[src/rtl/mips_ctrl_fsm.sv]
// mips_ctrl_fsm: sequenced control unit for a single-cycle MIPS datapath.
// It decodes OpCode into the datapath control strobes and a PC-advance
// enable. Loads take a second cycle (LOADWB) so that the synchronous data
// memory can return its data. Illegal opcodes park the core in HALT until
// the next reset.
//
// Optional feature: define MIPS_CTRL_PERF_EN to build the instr_count and
// stall_count performance counters. When it is undefined, both outputs are
// tied to zero and no counter registers exist.

module mips_ctrl_fsm #(
    parameter int CNT_W = 32
) (
    input  logic             clk,
    input  logic             reset,
    input  logic [5:0]       OpCode,
    output logic             RegDst,
    output logic             AluSrc,
    output logic             MemtoReg,
    output logic             RegWrite,
    output logic             MemRead,
    output logic             MemWrite,
    output logic             Branch,
    output logic [1:0]       ALUOp,
    output logic             Jump,
    output logic             Jal,
    output logic             pc_en,
    output logic             halted,
    output logic [CNT_W-1:0] instr_count,
    output logic [CNT_W-1:0] stall_count
);

    localparam logic [1:0] S_IDLE   = 2'd0;
    localparam logic [1:0] S_EXEC   = 2'd1;
    localparam logic [1:0] S_LOADWB = 2'd2;
    localparam logic [1:0] S_HALT   = 2'd3;

    localparam logic [5:0] OP_RTYPE = 6'b000000;
    localparam logic [5:0] OP_ADDI  = 6'b001000;
    localparam logic [5:0] OP_LW    = 6'b100011;
    localparam logic [5:0] OP_SW    = 6'b101011;
    localparam logic [5:0] OP_BEQ   = 6'b000100;
    localparam logic [5:0] OP_J     = 6'b000010;
    localparam logic [5:0] OP_JAL   = 6'b000011;

    localparam logic [1:0] ALU_ADD   = 2'b00;
    localparam logic [1:0] ALU_SUB   = 2'b01;
    localparam logic [1:0] ALU_FUNCT = 2'b10;

    logic [1:0] state_r;
    logic [1:0] next_state_s;

    // State register; the asynchronous reset also aborts an in-flight
    // LOADWB so no late register write can occur.
    always_ff @(posedge clk or negedge reset) begin
        if (!reset) begin
            state_r <= S_IDLE;
        end else begin
            state_r <= next_state_s;
        end
    end

    // Control decode and next-state selection from state and OpCode.
    always_comb begin
        RegDst       = 1'b0;
        AluSrc       = 1'b0;
        MemtoReg     = 1'b0;
        RegWrite     = 1'b0;
        MemRead      = 1'b0;
        MemWrite     = 1'b0;
        Branch       = 1'b0;
        ALUOp        = ALU_ADD;
        Jump         = 1'b0;
        Jal          = 1'b0;
        pc_en        = 1'b0;
        next_state_s = state_r;
        case (state_r)
            S_IDLE: begin
                // One settle cycle for instruction memory after reset.
                next_state_s = S_EXEC;
            end
            S_EXEC: begin
                next_state_s = S_EXEC;
                case (OpCode)
                    OP_RTYPE: begin
                        RegDst   = 1'b1;
                        RegWrite = 1'b1;
                        ALUOp    = ALU_FUNCT;
                        pc_en    = 1'b1;
                    end
                    OP_ADDI: begin
                        AluSrc   = 1'b1;
                        RegWrite = 1'b1;
                        ALUOp    = ALU_ADD;
                        pc_en    = 1'b1;
                    end
                    OP_LW: begin
                        // Address phase only; the write-back happens in LOADWB.
                        AluSrc       = 1'b1;
                        MemRead      = 1'b1;
                        ALUOp        = ALU_ADD;
                        next_state_s = S_LOADWB;
                    end
                    OP_SW: begin
                        AluSrc   = 1'b1;
                        MemWrite = 1'b1;
                        ALUOp    = ALU_ADD;
                        pc_en    = 1'b1;
                    end
                    OP_BEQ: begin
                        Branch = 1'b1;
                        ALUOp  = ALU_SUB;
                        pc_en  = 1'b1;
                    end
                    OP_J: begin
                        Jump  = 1'b1;
                        pc_en = 1'b1;
                    end
                    OP_JAL: begin
                        Jump     = 1'b1;
                        Jal      = 1'b1;
                        RegWrite = 1'b1;
                        pc_en    = 1'b1;
                    end
                    default: begin
                        // Illegal opcode: no strobes, no retire, halt next edge.
                        next_state_s = S_HALT;
                    end
                endcase
            end
            S_LOADWB: begin
                // OpCode is ignored here: the PC has not moved yet.
                AluSrc       = 1'b1;
                MemRead      = 1'b1;
                MemtoReg     = 1'b1;
                RegWrite     = 1'b1;
                ALUOp        = ALU_ADD;
                pc_en        = 1'b1;
                next_state_s = S_EXEC;
            end
            S_HALT: begin
                next_state_s = S_HALT;
            end
            default: begin
                next_state_s = S_IDLE;
            end
        endcase
    end

    assign halted = (state_r == S_HALT);

`ifdef MIPS_CTRL_PERF_EN
    logic [CNT_W-1:0] instr_count_r;
    logic [CNT_W-1:0] stall_count_r;

    // Retired-instruction counter: one count per edge with pc_en high.
    always_ff @(posedge clk or negedge reset) begin
        if (!reset) begin
            instr_count_r <= {CNT_W{1'b0}};
        end else if (pc_en) begin
            instr_count_r <= instr_count_r + {{(CNT_W-1){1'b0}}, 1'b1};
        end else begin
            instr_count_r <= instr_count_r;
        end
    end

    // Stall counter: one count per edge taken in LOADWB.
    always_ff @(posedge clk or negedge reset) begin
        if (!reset) begin
            stall_count_r <= {CNT_W{1'b0}};
        end else if (state_r == S_LOADWB) begin
            stall_count_r <= stall_count_r + {{(CNT_W-1){1'b0}}, 1'b1};
        end else begin
            stall_count_r <= stall_count_r;
        end
    end

    assign instr_count = instr_count_r;
    assign stall_count = stall_count_r;
`else
    assign instr_count = {CNT_W{1'b0}};
    assign stall_count = {CNT_W{1'b0}};
`endif

endmodule

[config.mk]
export PLATFORM = sky130hd
export DESIGN_NAME = mips_ctrl_fsm
export DESIGN_NICKNAME = d
export VERILOG_FILES = /design/src/rtl/mips_ctrl_fsm.sv
export SDC_FILE = /design/constraint.sdc
export NUM_CORES = 1
export LEC_CHECK = 0
export ABC_AREA = 1
export CORE_MARGIN = 1.5
export CORE_UTILIZATION = 28
export CTS_CLUSTER_SIZE = 25
export DETAILED_ROUTE_END_ITERATION = 7
export GPL_TIMING_DRIVEN = 0
export PLACE_DENSITY = 0.8
export REMOVE_ABC_BUFFERS = 1
export SLEW_MARGIN = 15
export SYNTH_ARGS = -nofsm -noshare
export SYNTH_HDL_FRONTEND = slang
export SYNTH_SLANG_ARGS = --single-unit
[constraint.sdc]
create_clock -name clk -period 1.49 [get_ports clk]
set_input_delay 0.298 -clock clk [delete_from_list [all_inputs] [get_ports clk]]
set_output_delay 0.298 -clock clk [all_outputs]
set_load 0.005 [all_outputs]
# Word level (Yosys, flattened, before mapping)
# Cells that the tools add are included.
[classes]
n_div = 0
n_mux = 23
n_eq_ne = 9
n_mul = 0
n_lt_le_gt_ge = 0
bitwise = 0
n_addsub = 0
shift = 0
n_reduce_logical = 7
[op_table]
columns = ["cell", "n"]
rows = [
  ["2-to-1 mux 1 bit", 15],
  ["== test 6 x 2 -> 1 bit (second input constant)", 2],
  ["== test 6 bit (second input constant)", 2],
  ["one-hot mux 1 bit (2 select lines)", 4],
  ["one-hot mux 2 bit (2 select lines)", 2],
  ["== test 6 x 3 -> 1 bit (second input constant)", 1],
  ["== test 6 x 4 -> 1 bit (second input constant)", 1],
  ["logical NOT 6 bit", 1],
  ["one-hot mux 2 bit (3 select lines)", 1],
  ["OR reduction 3 bit", 2],
  ["OR reduction 6 bit", 1],
  ["== test 2 bit (second input constant)", 2],
  ["OR reduction 2 bit", 2],
  ["== test 2 x 1 -> 1 bit (second input constant)", 1],
  ["logical NOT 2 bit", 1],
  ["2-to-1 mux 2 bit", 1],
]
[totals]
inputBits = 8
latch_bits = 0
out_inout_bits = 77
n_memories = 0
ram_bits = 0
mem_bits_ro = 0
ff_bits = 2

# Longest topological paths before layout
[logic_depth]
ltp_word = 4
ltp_mapped = 6
ltp_nobuf = 6

# Least setup slack after synthesis
# No wires, ideal clock.
[synth_path]
path_type = "reg2out"
from = "register state_r[1]"
to = "output port pc_en"
path_slack_ps = 118
path_buffers = 0
t_arrival_ps = 1074
stages_incl_launch_ff = 6
required_ps = 1192
path_cell_list = "dfrtp_1 > inv_1 > ha_1 > inv_1 > o21bai_2 > a21oi_1"
[synth_via]
elab_chain_cells = 2
word_cells_on_any_way = 3
cone_classes = "eq/ne (2); mux (1)"
[synth_rtl]
columns = ["element", "line_no", "text"]
rows = [
  ["start, declared", "50", "logic [1:0] state_r;"],
  ["start signal, assigned", "59", "state_r <= next_state_s;"],
  ["== test 2 bit or == test 2 x 1 -> 1 bit (tied branches)", "77", "case (state_r)"],
  ["one-hot mux 1 bit (2 select lines) (*)", "77", ""],
  ["end, declared", "27", "output logic pc_en,"],
]
# Every way passes the cells marked *; elsewhere a longest branch is shown, timed or not.

# Worst setup path after layout
[layout_path]
from = "register state_r[1]"
to = "output port AluSrc"
[layout_via]
elab_chain_cells = 2
word_cells_on_any_way = 3
cone_classes = "eq/ne (2); mux (1)"
[layout_rtl]
columns = ["element", "line_no", "text"]
rows = [
  ["== test 2 bit or == test 2 x 1 -> 1 bit (tied branches)", "77", ""],
  ["one-hot mux 1 bit (2 select lines) (*)", "77", ""],
  ["end, declared", "18", "output logic AluSrc,"],
]
# Marks and branches as above.

==> metrics <==
share of layout cells above drive strength 1=around a third; Largest Register=state_r; wirelength, routed=between 1000 and 1500 µm; final RePlAce weighted congestion=0.7987; Final setup viols=11; maximum vdd drop=just under 0.6 mV; register area=about 50 µm²; max-slew violation count=0; CP Data Required Time=1.19 ns; DRT antenna net count=0; Critical Path AT=roughly 1.4 ns; critical path class=register to output pin; DRC Markers=0; fillers=approximately 270; Max Cap Viol=0; Fmax=583.9 MHz; largest net degree at the start of global routing=10; r2r endpoint=state_r[0]; Max Buffers Root-to-Sink=2; failing checks=setup timing; worst reg2reg startpoint=state_r[1]; CORE AREA=between 0.002 and 0.003 mm²; initial core utilization=30.51%; Final WS setup=-0.2226 ns; post-synthesis register bit count=2; cts-stage hold buffer count=0; largest registers=state_r: 2 flops; Crit-path slowest cell=dfrtp_1; Internal=around 0.00028 W; Clock Sink Count=2; # diodes=0; clock skew=0.003052 ns; Startpoint Class=register; WL/cell=8.115 µm; root buffer cell=clkbuf_4; antenna violations before repair=0; max reg flops=2; crit-path cells=inv_2 -> ha_4 -> nand4_1 -> buf_4 -> a21oi_4 -> a21o_1 -> buf_2; reg-to-reg slack, setup=0.08 ns; Sw Share=42.89%; RSZ-0062 raised after global routing=yes; cts bufs inserted=3; Fin. Hold Viols=0; Multi-input gate area=~550 µm²; status=finished with violations; grt total ovfl=0; synth unique cells=21; yosys warns=0; post-synthesis instance area=approximately 800 µm²; Final period util=114.9%; Detailed Place HPWL=~1000 µm; P_sw=approximately 0.00021 W; Post-Synthesis Cells=~110; CP peak stage delay=approximately 0.38 ns; synthesis-to-layout area growth=19.65%; post-layout util=36.50%; Sequential Power Share=14.8%; overall global routing resource usage=8.198%; Clk pwr share=between 20% and 30%; Die Span Y=between 50 and 60 µm; Hold Crit Class=input port to asynchronous set/reset pin; Period minus WS final=1.713 ns; DP Worst Slack=-0.8341 ns; Static Leakage=between 0.5 and 0.6 nW; Seq/Total Area, Yosys=around 6.4%; Port Buffer Count=20; IO Count=85; first-pass GRT wire length=approximately 2100 µm; worst reg-to-reg path cell count=8; clock slew at reported path FFs=roughly 0.030 ns; crit path max fanout=3; Comb pwr share=a little over 60%; die area=about 0.0031 mm²; drt initial violations=4; CP Capture Type=output pin; Avg Inst Size Synth=roughly 7.1 µm²; power density cells=517.9 mW/mm²; row count=18; CTS tree=done; via count=582; Worst-Skew Late Latency=0.22 ns; TritonRoute pass-1 iters=4; vias in the first global route=486; CTS HTree Levels=1; die width=roughly 56 µm; Final nets=roughly 160; Vias/cell=around 3.3
synth_stat cells:
| master | number | area (µm²) |
|---|---|---|
| nor2_1 | 10 | 37.54 |
| conb_1 | 1 | 3.750 |
| a21o_1 | 1 | 7.510 |
| nand4_1 | 1 | 6.260 |
| dfrtp_1 | 2 | 50.05 |
| o21a_1 | 1 | 7.510 |
| o21ai_1 | 1 | 5.000 |
| nor2_4 | 1 | 11.26 |
| nand3_2 | 1 | 10.01 |
| a21oi_2 | 1 | 8.760 |
| o31ai_1 | 1 | 7.510 |
| o21bai_2 | 1 | 11.26 |
| inv_2 | 1 | 3.750 |
| buf_4 | 64 | 480.5 |
| nor2_2 | 1 | 6.260 |
| nand2_1 | 3 | 11.26 |
| nand3_1 | 4 | 20.02 |
| ha_1 | 3 | 37.54 |
| inv_1 | 8 | 30.03 |
| nor4_1 | 2 | 12.51 |
| a21oi_1 | 3 | 15.01 |
routing by layer:
layer / up-vias / global-route usage (%) / part of all wire, %
met2: 41 / 15.48 / 57
met5: - / 0 / 0
met4: 0 / 1.701 / 0
met3: 0 / 2.326 / 8.5
li1: 286 / - / -
met1: 255 / 9.053 / 35
per-stage QoR:
stage	power [W]	instances	TNS [ns]	hold slack, ns	cell area (µm²)
after floorplan	0.0001913	110	0	0.002409	539.3
after global placement	0.0002573	160	-7.279	0.4722	777.0
after detailed placement	0.0002590	160	-7.405	0.4697	777.0
after CTS	0.0004917	177	-1.576	0.2373	962.2
after global routing	0.0005237	174	-2.076	0.2534	937.1
final	0.0004854	174	-1.361	0.2426	937.1
worst max-delay path by stage:
stage	cells after the start	from	endpoint
2_1_floorplan	5	state_r[1]	pc_en
3_3_place_gp	7	OpCode[2]	pc_en
3_5_place_dp	7	OpCode[2]	pc_en
4_1_cts	7	state_r[1]	AluSrc
5_1_grt	7	state_r[1]	AluSrc
6_report	7	state_r[1]	AluSrc
cell families after synthesis:
kind of cell	after synthesis	share of synthesized area [%]
AND/OR/NAND/NOR	23	14.70
adder cells (fa/ha/maj)	3	4.793
flip-flops	2	6.390
AO/OA/AOI/OAI	9	7.987
other	1	0.4788
buffers and inverters	73	65.65
timing repair:
action / 4_1_cts / 5_1_grt
endpoints found under the setup margin: 13 / 13
setup buffers: 16 / 2
gates resized for setup: 78 / 7
pin swaps: 13 / 6
cell usage in the layout (no fill, tap or decap), types with 3 or more instances in the layout:
cell and instances:
conb_1 64, nand3_2 3, buf_4 6, dlygate4sd2_1 5, inv_2 4, nor2_1 8, clkbuf_4 3, nor2_4 3
buf_2 11, inv_1 5, buf_6 5
area by class of cell:
class / count / share of cell area (%)
clock buffers: 3 / 2.403
inverters: 9 / 3.605
multi-input cells: 99 / 58.88
flip-flops and latches: 2 / 5.340
well taps: 30 / 4.005
repair buffers: 31 / 25.77
power groups by stage:
stage | Combinational [W] | Clock, W | Sequential [W]
6_report | 0.000296 | 0.000117 | 0.0000717
3_5_place_dp | 0.000186 | 0 | 0.0000726
4_1_cts | 0.000298 | 0.000123 | 0.0000711
3_3_place_gp | 0.000186 | 0 | 0.0000713
5_1_grt | 0.000328 | 0.000124 | 0.0000717
2_1_floorplan | 0.000121 | 0 | 0.0000705
critical path, delay by kind of cell (launching register included):
kind | cells | cell delay [ns]
fa+ha+maj | 1 | 0.14
compound gates | 2 | 0.20
flops | 1 | 0.38
simple gates | 1 | 0.13
buf+inv | 3 | 0.35
Power figures use the tool's default switching activity.
